<file path="config.mk">
export PLATFORM = sky130hd
export DESIGN_NAME = fetch_stage
export DESIGN_NICKNAME = d
export VERILOG_FILES = /design/src/rtl/mips_pkg.sv /design/src/rtl/fetch_stage_if_id_reg.sv /design/src/rtl/fetch_stage.sv
export SDC_FILE = /design/constraint.sdc
export NUM_CORES = 1
export LEC_CHECK = 0
export BUFFER_PORTS_ARGS = -buffer_cell sky130_fd_sc_hd__buf_2
export CORE_UTILIZATION = 50
export DETAILED_ROUTE_END_ITERATION = 6
export GPL_ROUTABILITY_DRIVEN = 0
export GPL_TIMING_DRIVEN = 0
export PLACE_DENSITY_LB_ADDON = 0.3
export SLEW_MARGIN = 40
export SYNTH_ARGS = -nofsm -noshare
export SYNTH_HDL_FRONTEND = slang
export SYNTH_SLANG_ARGS = --single-unit
</file>
<file path="constraint.sdc">
create_clock -name clk -period 4.96 [get_ports clk]
set_clock_uncertainty 0.1 [all_clocks]
set_input_delay 0.992 -clock clk [delete_from_list [all_inputs] [get_ports clk]]
set_output_delay 0.992 -clock clk [all_outputs]
set_load 0.1 [all_outputs]
</file>
<file path="src/rtl/mips_pkg.sv">
// Shared MIPS pipeline types and constants.
// Fetch FSM state encoding, the NOP word and instruction size.
package mips_pkg;

  typedef enum logic [1:0] {
    REQ  = 2'd0,
    HOLD = 2'd1,
    DROP = 2'd2
  } fetch_state_t;

  localparam logic [31:0] MIPS_NOP    = 32'h0000_0000;
  localparam int          INSTR_BYTES = 4;

endpackage

</file>
<file path="src/rtl/fetch_stage_if_id_reg.sv">
// IF/ID pipeline register: write-enable, flush (clr) to NOP, async reset.
// Ports: clk, rst_n, we, clr, d_* in, q_* out (instr, pc4, valid).
module if_id_reg
  import mips_pkg::*;
#(
  parameter int ADDR_W = 32,
  parameter int DATA_W = 32
) (
  input  logic              clk,
  input  logic              rst_n,
  input  logic              we,
  input  logic              clr,
  input  logic [DATA_W-1:0] d_instr,
  input  logic [ADDR_W-1:0] d_pc4,
  input  logic              d_valid,
  output logic [DATA_W-1:0] q_instr,
  output logic [ADDR_W-1:0] q_pc4,
  output logic              q_valid
);

  always_ff @(posedge clk or negedge rst_n) begin
    if (!rst_n) begin
      q_instr <= DATA_W'(MIPS_NOP);
      q_pc4   <= '0;
      q_valid <= 1'b0;
    end else if (clr) begin
      q_instr <= DATA_W'(MIPS_NOP);
      q_pc4   <= '0;
      q_valid <= 1'b0;
    end else if (we) begin
      q_instr <= d_instr;
      q_pc4   <= d_pc4;
      q_valid <= d_valid;
    end
  end

endmodule

</file>
<file path="src/rtl/fetch_stage.sv">
// IF stage: PC, imem fetch handshake with skid, IF/ID register.
// Ports: hazard controls, EX redirects, imem req/addr/ready/rdata,
// IF/ID outputs; FETCH_PERF_EN adds perf_fetch_cnt / perf_wait_cnt.
module fetch_stage
  import mips_pkg::*;
#(
  parameter int              ADDR_W   = 32,
  parameter int              DATA_W   = 32,
  parameter logic [ADDR_W-1:0] RESET_PC = '0
) (
  input  logic              clk,
  input  logic              rst_n,
  input  logic              PC_Write_En,
  input  logic              IF_ID_Write,
  input  logic              IF_ID_Flush,
  input  logic              branch_taken,
  input  logic [ADDR_W-1:0] branch_target,
  input  logic              jump,
  input  logic [ADDR_W-1:0] jump_target,
  output logic              imem_req,
  output logic [ADDR_W-1:0] imem_addr,
  input  logic              imem_ready,
  input  logic [DATA_W-1:0] imem_rdata,
  output logic [DATA_W-1:0] if_id_instr,
  output logic [ADDR_W-1:0] if_id_pc4,
  output logic              if_id_valid
`ifdef FETCH_PERF_EN
  ,
  output logic [31:0]       perf_fetch_cnt,
  output logic [31:0]       perf_wait_cnt
`endif
);

  fetch_state_t      state, state_nxt;
  logic [ADDR_W-1:0] pc, pc_nxt;
  logic [ADDR_W-1:0] req_addr, req_addr_nxt;
  logic [ADDR_W-1:0] pc_inc, tgt;
  logic [ADDR_W-1:0] skid_pc4;
  logic [DATA_W-1:0] skid_instr;
  logic              redirect, load_ok;
  logic              in_req, in_hold, in_drop;
  logic              load, bubble, skid_we;

  assign in_req  = (state == REQ);
  assign in_hold = (state == HOLD);
  assign in_drop = (state == DROP);

  assign redirect = branch_taken | jump;
  assign tgt = branch_taken ?
               {branch_target[ADDR_W-1:2], 2'b00} :
               {jump_target[ADDR_W-1:2], 2'b00};
  assign pc_inc = pc + ADDR_W'(INSTR_BYTES);

  // Flush blocks a load so a same-cycle response is parked, not lost.
  assign load_ok = PC_Write_En & IF_ID_Write & ~IF_ID_Flush;

  assign load = ~redirect & load_ok &
                ((in_req & imem_ready) | in_hold);

  // No instruction delivered this cycle: feed ID a bubble.
  assign bubble = IF_ID_Write &
                  (redirect | in_drop | (in_req & ~imem_ready));

  assign skid_we = in_req & imem_ready & ~redirect & ~load_ok;

  // req_addr stays on the bus while pc may already hold a redirect.
  assign imem_req  = rst_n & ~in_hold;
  assign imem_addr = req_addr;

  always_comb begin
    state_nxt    = state;
    pc_nxt       = pc;
    req_addr_nxt = req_addr;
    unique case (state)
      REQ: begin
        if (redirect) begin
          pc_nxt = tgt;
          if (imem_ready) req_addr_nxt = tgt;
          else            state_nxt    = DROP;
        end else if (imem_ready) begin
          if (load_ok) begin
            pc_nxt       = pc_inc;
            req_addr_nxt = pc_inc;
          end else begin
            state_nxt = HOLD;
          end
        end
      end
      HOLD: begin
        if (redirect) begin
          pc_nxt       = tgt;
          req_addr_nxt = tgt;
          state_nxt    = REQ;
        end else if (load_ok) begin
          pc_nxt       = pc_inc;
          req_addr_nxt = pc_inc;
          state_nxt    = REQ;
        end
      end
      DROP: begin
        if (redirect) pc_nxt = tgt;
        if (imem_ready) begin
          state_nxt    = REQ;
          req_addr_nxt = redirect ? tgt : pc;
        end
      end
      default: state_nxt = REQ;
    endcase
  end

  always_ff @(posedge clk or negedge rst_n) begin
    if (!rst_n) begin
      state      <= REQ;
      pc         <= RESET_PC;
      req_addr   <= RESET_PC;
      skid_instr <= '0;
      skid_pc4   <= '0;
    end else begin
      state    <= state_nxt;
      pc       <= pc_nxt;
      req_addr <= req_addr_nxt;
      if (skid_we) begin
        skid_instr <= imem_rdata;
        skid_pc4   <= pc_inc;
      end
    end
  end

  if_id_reg #(
    .ADDR_W(ADDR_W),
    .DATA_W(DATA_W)
  ) u_if_id (
    .clk    (clk),
    .rst_n  (rst_n),
    .we     (load),
    .clr    (IF_ID_Flush | bubble),
    .d_instr(in_hold ? skid_instr : imem_rdata),
    .d_pc4  (in_hold ? skid_pc4 : pc_inc),
    .d_valid(1'b1),
    .q_instr(if_id_instr),
    .q_pc4  (if_id_pc4),
    .q_valid(if_id_valid)
  );

`ifdef FETCH_PERF_EN
  always_ff @(posedge clk or negedge rst_n) begin
    if (!rst_n) begin
      perf_fetch_cnt <= '0;
      perf_wait_cnt  <= '0;
    end else begin
      if (load && perf_fetch_cnt != '1)
        perf_fetch_cnt <= perf_fetch_cnt + 32'd1;
      if (imem_req && !imem_ready && perf_wait_cnt != '1)
        perf_wait_cnt <= perf_wait_cnt + 32'd1;
    end
  end
`endif

endmodule

</file>
; ---- Word-level counts from Yosys, hierarchy flattened
; Index checks and enable logic that the tools add are counted.
; W data, S select, Z words.
[totals]
wordCells = 73
reg_bits = 195
inputBits = 104
out_inout_bits = 98
[classes]
mux = 30
n_bitwise = 20
n_reduce_logical = 6
eq_ne = 8
n_addsub = 1
[op_table]
columns = op, n
row1 = $mux W32, 18
row2 = $pmux W32 S3, 2
row3 = $add A32 B3 Y32 const B, 1
row4 = $mux W2, 7
row5 = $ne A3 B3 Y1 const B, 4
row6 = $and A1 B1 Y1, 10
row7 = $pmux W2 S3, 1
row8 = $not A1 Y1, 5
row9 = $or A1 B1 Y1, 5
row10 = $reduce_and A5 Y1, 1
row11 = $ne A2 B2 Y1 const B, 2
row12 = $reduce_and A3 Y1, 1
row13 = $reduce_bool A3 Y1, 1
row14 = $eq A2 B1 Y1 const B, 1
row15 = $eq A2 B2 Y1 const B, 1
row16 = $logic_not A2 Y1, 1
row17 = $mux W1, 2
row18 = $reduce_and A2 Y1, 1
row19 = $reduce_bool A2 Y1, 1

; ---- Longest topological paths before layout
; Gate-level depths: netlist (run 1).
[depth]
word_depth = 6
mapped_depth = 9

; ---- By module
; From an unflattened synthesis (run 1), not the netlist that was laid out.
[unflattened]
hier_cells = 1028
area_unflattened_um2 = 10199.8
[modules_own_cells]
columns = module, area_each_um2, instances, cells_each, seq_area_each_um2
row1 = fetch_stage, 7532.2, 1, 819, 3253.1
row2 = if_id_reg, 2667.6, 1, 209, 1626.6

; ---- Worst setup path after synthesis (run 1)
; OpenSTA, ideal clock, no wires.
[synth_path]
kind = input -> output
from = input rst_n
to = output imem_req
setup_slack_ns = 2.142
arrival_ns = 1.726
path_buffers = 0
cell_stages = 1
path_cell_list = and2_1
[synth_via]
elab_chain_len = 1
[synth_lines]
columns = element, line_no
row1 = from (decl), fetch_stage.sv:12  ; input logic rst_n,
row2 = $and A1 B1 Y1, fetch_stage.sv:67  ; assign imem_req = rst_n & ~in_hold;
row3 = to (decl), fetch_stage.sv:20  ; output logic imem_req,
; Every way passes these cells.

; ---- Final worst setup path (run 1)
[layout_path]
from = register state[0]
to = output imem_req
[layout_via]
elab_chain_len = 3
[layout_lines]
columns = element, line_no
row1 = from (decl), fetch_stage.sv:34  ; fetch_state_t state, state_nxt;
row2 = from (signal assigned), fetch_stage.sv:119  ; state <= state_nxt;
row3 = $eq A2 B1 Y1, fetch_stage.sv:45  ; assign in_hold = (state == HOLD);
row4 = $not A1 Y1, fetch_stage.sv:67
row5 = $and A1 B1 Y1, fetch_stage.sv:67
; Every way passes these cells.

==> results of run 1 <==
## layer usage
metal | GRT usage [%] | up-vias
met4 | 11.1 | 0
met2 | 43.7 | 489
li1 | - | 4030
met1 | 40.6 | 4067
met3 | 5.38 | 55
met5 | 0 | -
## per-stage QoR
step	hold slack [ns]	setup slack [ns]
6_report	0.352	1.59
5_1_grt	0.378	1.47
4_1_cts	0.364	1.58
3_5_place_dp	0.357	1.58
3_3_place_gp	0.355	-1.22
2_1_floorplan	0.345	2.14
## cells by family (layout without fill, tap and decap cells)
group	count (synthesis)	after routing	share of synthesized area [%]
fa+ha+maj	1	1	0.127
xor+xnor	34	34	3.02
flops	195	195	49.5
buf+inv	103	335	5.13
simple gates	294	294	15.4
compound gates	289	289	18.4
mux	78	78	8.39
## where the power goes
part	switching, mW	leakage (nW)	internal [mW]
clock	0.662	0.287	0.725
combinational	0.823	2.66	0.328
sequential	0.149	2.49	1.82
## cell type report
| cell class | instances | area [µm²] | share of cell area, % |
|---|---|---|---|
| clock inverter | 14 | 146 | 1.24 |
| buffer | 82 | 427 | 3.60 |
| tap | 260 | 325 | 2.75 |
| sequential | 195 | 4880 | 41.2 |
| timing repair buffer | 200 | 1080 | 9.11 |
| clock buffer | 18 | 439 | 3.71 |
| inverter | 21 | 78.8 | 0.665 |
| multi-input combinational | 696 | 4470 | 37.7 |
## flip-flops by register name, summed over array words and instances, names as in the netlist
signal / count
imem_addr: 32
pc: 32
skid_instr: 32
skid_pc4: 32
u_if_id.q_instr: 32
u_if_id.q_pc4: 32
state: 2
u_if_id.q_valid: 1
## worst max-delay path, stage by stage (launching register included)
cell      delay [ns]
dfrtp_1         0.41
buf_2           0.19
nand2b_1        0.22
clkbuf_1        0.41
and2_1          0.19
buf_2           0.43
## worst max path at each step
stage                         end  cells after the start          from  slack [ns]
floorplan                imem_req                      1         rst_n        2.14
global placement         imem_req                      3         rst_n       -1.22
detailed placement  imem_addr[29]                      7  branch_taken        1.58
CTS                      imem_req                      4         rst_n        1.58
global route             imem_req                      5      state[0]        1.47
finish                   imem_req                      5      state[0]        1.59
## synth_stat cells (4+ instances only)
cell type and count:
a222oi_1 4, mux2i_1 41, nor4_1 4, nor2_1 50, and4_1 5, buf_6 8, clkbuf_1 30, a22o_1 12
nand3_1 19, and3_1 6, buf_4 4, and2_1 4, o22ai_1 5, mux2_2 37, xnor2_1 25, o21ai_1 11
a21oi_1 35, nor3_1 22, a22oi_1 22, nor2b_1 13, xor2_1 9, nand2_1 121, o32a_1 4, a221oi_1 6
nor4_2 4, a21boi_0 6, a21o_1 4, dfrtp_1 195, o31a_1 9, o31ai_1 4, nand4_1 12, inv_1 21
a31oi_1 20, o21ai_0 122, buf_2 34, o221ai_1 4, buf_1 5
==> results.md, run 1 <==
- Worst Max-Slew Pin Slew: 0.783 ns
- Pins Over Slew Limit: 0
- Mean Syn Cell Area: 9.92 µm²
- Leakage: 5.43 nW
- Register area share after synthesis: 49.5%
- Num CTS Buffers: 17
- Post-synth EDFFs: 0
- Commonest cells after routing, fill and taps aside: buf_2 (230), dfrtp_1 (195), o21ai_0 (122), nand2_1 (121), nor2_1 (50)
- I/O pin count: 202
- Post-CTS Setup Inserts: 0
- Worst R2R Path Depth: 6
- CTS Sinks: 195
- M1 WL: 12.3 mm
- Worst endpoint data arrival time: 2.28 ns
- DRT Pass-1 Iters: 6
- Synth Flop Type: dfrtp_1
- Fin nets: 1318
- Worst setup EP type: output pin
- Pwr dens: 380 nW/µm²
- Top layer in use: met4
- Largest net degree at the start of global routing: 54
- CTS tree: yes
- R2R setup slack: 2.13 ns
- Die height: 142 µm
- #FFs+latches synth: 195
- Yosys warns: 0
- Final min period: 3.37 ns
- Ratio of final minimum period to clock period: 67.9%
- GRT overflow: 0
- Synth area leaders: dfrtp_1 (50%), o21ai_0 (6.2%), nand2_1 (4.6%), mux2_2 (4.2%), mux2i_1 (4.2%)
- Half-perimeter wire length after placement: 20.8 mm
- Total power: 4.50 mW
- Clock Pin Slew Worst Setup and Hold Paths: 0.07 ns
- Crit path max fanout: 10
- Mapped Cells: 994
- Max Clk Rate: 297 MHz
- PortBufs: 197
- Initial DRC Count: 831
- Routed WL: 28.1 mm
- First-pass GRT wire length: 44.4 mm
- Worst reg2reg endpoint: skid_pc4[24]
- Post-synth top area cell: dfrtp_1
- Met3 WL post-DR: 2.49 mm
- Via/cell ratio: 5.81
- Distinct cell type count after synthesis: 72
- Met2 Routed Length: 12.6 mm
- Row Count: 50
- Synth top area share: 49.5%
- Fillers: 1637
- Most common cell after layout, fill and taps aside: buf_2
- Peak supply drop: 332 µV
- Share of layout cells above drive strength 1: 27.5%
- Worst slew margin: 47.8%
- Max_cap viols: 0
- Vias in the first global route: 8170
- TNS Setup: 0 ns
- Worst Setup Start Kind: flop
- Post_cts resized: 0
- Critical path class: reg -> out
- Clock root buffer: clkbuf_16
- Final hold violations: 0
- CTS Hold Bufs: 0
- DR vias: 8641
- Status: finished clean
- Final core occ: 62.3%
- Hold crit path type: in -> async
- Worst r2r src: pc[2]
- Synth-to-Final Area Change: 20.2%
- Clock Path Buffers: 2
- H-tree Lvls: 4
- Fin area: 11800 µm²
- Worst-skew pair later-pin latency: 0.44 ns
- Final Setup Violations: 0
- Gr usage total: 28.7%
- Synthesized net count: 1099
- Core Region: 19000 µm²
- RSZ-0062 raised after global routing: false
- Avg WL per Cell: 18.9 µm
- Synth async-reset ratio: 100%
- Placed Cells: 1454
- Die area: 20300 µm²
- Post-place instance area: 11300 µm²
- Initial antenna violation count: 0
- Antenna Nets Post-Route: 0
- Post-Layout Cell Count: 1486
- Netlist Area Pre-Place: 9860 µm²
- Starting Density: 51.8%
- Die X: 142 µm
- Critical path required time: 3.87 ns
- Remaining DRCs: 0
- N_diodes: 0
No activity file was read; power rests on OpenSTA's default activity.
==> run 2: changes to the inputs <==
==> constraint.sdc (replaced) <==
create_clock -name clk -period 3.5 [get_ports clk]
set_clock_uncertainty 0.1 [all_clocks]
set_input_delay 0.7 -clock clk [delete_from_list [all_inputs] [get_ports clk]]
set_output_delay 0.7 -clock clk [all_outputs]
set_load 0.1 [all_outputs]
==> run 2 against run 1 <==
Sequential share of layout area is the same. Via count shrank 0.12%. Largest cell class unchanged. Non-clock buffer count is the same.
==> results.md, run 2 (synthesis results as in run 1) <==
- Clock Pin Slew Worst Setup and Hold Paths: 0.07 ns (about the same)
- Half-perimeter wire length after placement: 20.8 mm (unchanged)
- Pwr dens: 538 nW/µm² (was 380 nW/µm²)
- Fin area: 11800 µm² (unchanged)
- Worst setup EP type: output pin (unchanged)
- Post-place setup slack: 0.413 ns (was 1.58 ns)
- Sw Share: 36.2% (was 36.3%)
- Most common cell after layout, fill and taps aside: buf_2 (unchanged)
- Num CTS Buffers: 17 (unchanged)
- Antenna Nets Post-Route: 0 (unchanged)
- Final min period: 3.07 ns
- Final Setup Violations: 0 (unchanged)
- Core Region: 19000 µm² (unchanged)
- Max Clk Rate: 326 MHz
- Gr usage total: 28.7% (about the same)
- Starting Density: 51.8% (unchanged)
- CTS Sinks: 195 (unchanged)
- Final core occ: 62.3% (unchanged)
- Worst-skew pair later-pin latency: 0.44 ns (about the same)
- First-pass GRT wire length: 44.4 mm (about the same)
- Remaining DRCs: 0 (unchanged)
- Largest net degree at the start of global routing: 54 (unchanged)
- PortBufs: 197 (unchanged)
- Vias in the first global route: 8183 (was 8170)
- Initial DRC Count: 738 (was 831)
- Worst reg2reg endpoint: skid_pc4[24] (unchanged)
- Ratio of final minimum period to clock period: 87.7%
- Final hold violations: 0 (unchanged)
- Worst R2R Path Depth: 6 (unchanged)
- Fillers: 1637 (unchanged)
- Initial antenna violation count: 0 (unchanged)
- Worst slew margin: 49.0% (was 47.8%)
- Clock Path Buffers: 2 (unchanged)
- H-tree Lvls: 4 (unchanged)
- Internal power: 4.07 mW (was 2.87 mW)
- GRT overflow: 0 (unchanged)
- R2R setup slack: 0.65 ns (was 2.13 ns)
- Status: finished clean (unchanged)
- Critical path required time: 2.70 ns (was 3.87 ns)
- Peak supply drop: 469 µV (was 332 µV)
- Fin nets: 1318 (unchanged)
- DRT Pass-1 Iters: 6 (unchanged)
- Routed WL: 28.1 mm (about the same)
- Leakage: 5.43 nW (unchanged)
- Worst endpoint data arrival time: 2.27 ns (was 2.28 ns)
- Via/cell ratio: 5.81 (about the same)
- Pins Over Slew Limit: 0 (unchanged)
- Clock share of power: 30.6% (was 30.8%)
- Max_cap viols: 0 (unchanged)
- Combinational share of power: 25.6% (about the same)
- Critical path class: reg -> out (unchanged)
- Commonest cells after routing, fill and taps aside: buf_2 (230), dfrtp_1 (195), o21ai_0 (122), nand2_1 (121), nor2_1 (50) (unchanged)
- Flop pwr share: 43.8% (was 43.7%)
- DR vias: 8631 (was 8641)
- Crit path max fanout: 10 (unchanged)
- CTS tree: yes (unchanged)
- Hold crit path type: in -> async (unchanged)
- NetSw: 2.30 mW (was 1.63 mW)
- Synth-to-Final Area Change: 20.2% (unchanged)
- Worst r2r src: pc[2] (unchanged)
- Worst Setup Start Kind: flop (unchanged)
- Setup ws final: 0.432 ns (was 1.59 ns)
- Die X: 142 µm (unchanged)
- Row Count: 50 (unchanged)
- Clock root buffer: clkbuf_16 (unchanged)
- Post_cts resized: 0 (unchanged)
- Post-place instance area: 11300 µm² (unchanged)
- Share of layout cells above drive strength 1: 27.5% (unchanged)
- I/O pin count: 202 (unchanged)
- Avg WL per Cell: 18.9 µm (about the same)
- Worst Max-Slew Pin Slew: 0.766 ns (was 0.783 ns)
- Die area: 20300 µm² (unchanged)
- Post-CTS Setup Inserts: 0 (unchanged)
- RSZ-0062 raised after global routing: false (unchanged)
- Die height: 142 µm (unchanged)
- CTS Hold Bufs: 0 (unchanged)
- N_diodes: 0 (unchanged)
- Total power: 6.37 mW (was 4.50 mW)
==> run 2: worst max-delay path by stage <==
| stage | start | end |
|---|---|---|
| CTS | state[0] | imem_req |
| finish | state[0] | imem_req |
| floorplan | state[0] | imem_req |
| global placement | rst_n | imem_req |
| detailed placement | branch_taken | imem_addr[29] |
| global route | state[0] | imem_req |
==> run 2: layout make-up <==
class / instances / area (µm²) / area share, %
clock buffers: 18 / 439 / 3.71
clock inverters: 14 / 146 / 1.24
plain buffers: 82 / 427 / 3.60
flip-flops and latches: 195 / 4880 / 41.2
inverters: 21 / 78.8 / 0.665
well taps: 260 / 325 / 2.75
repair buffers: 200 / 1080 / 9.11
multi-input cells: 696 / 4470 / 37.7
==> run 2: critical path, cell delays in order, from the launching register on <==
cell	delay [ns]
dfrtp_1	0.41
buf_2	0.18
nand2b_1	0.22
clkbuf_1	0.40
and2_1	0.18
buf_2	0.43
==> run 2: power groups by stage <==
stage | clock network, mW | registers, mW | logic [mW]
after floorplan | 0 | 3.30 | 0.676
after global placement | 0 | 2.80 | 1.57
after detailed placement | 0 | 2.82 | 1.62
after CTS | 1.98 | 2.77 | 1.62
after global routing | 2.06 | 2.82 | 1.74
final | 1.95 | 2.79 | 1.63
==> run 2: routing by layer <==
layer  up-vias  track usage [%]  share of wire (%)
li1       4029                -                  -
met3        53             5.59                9.2
met5         -                0                  0
met2       487             43.9                 45
met1      4062             40.3                 43
met4         0             11.0                2.2
==> run 2: metrics by stage <==
step	hold WS (ns)	std cells	TNS, ns
finish	0.0623	1486	0
global route	0.0859	1486	0
CTS	0.0724	1486	0
detailed placement	0.357	1454	0
global placement	0.355	1451	-303.32
floorplan	0.304	994	0
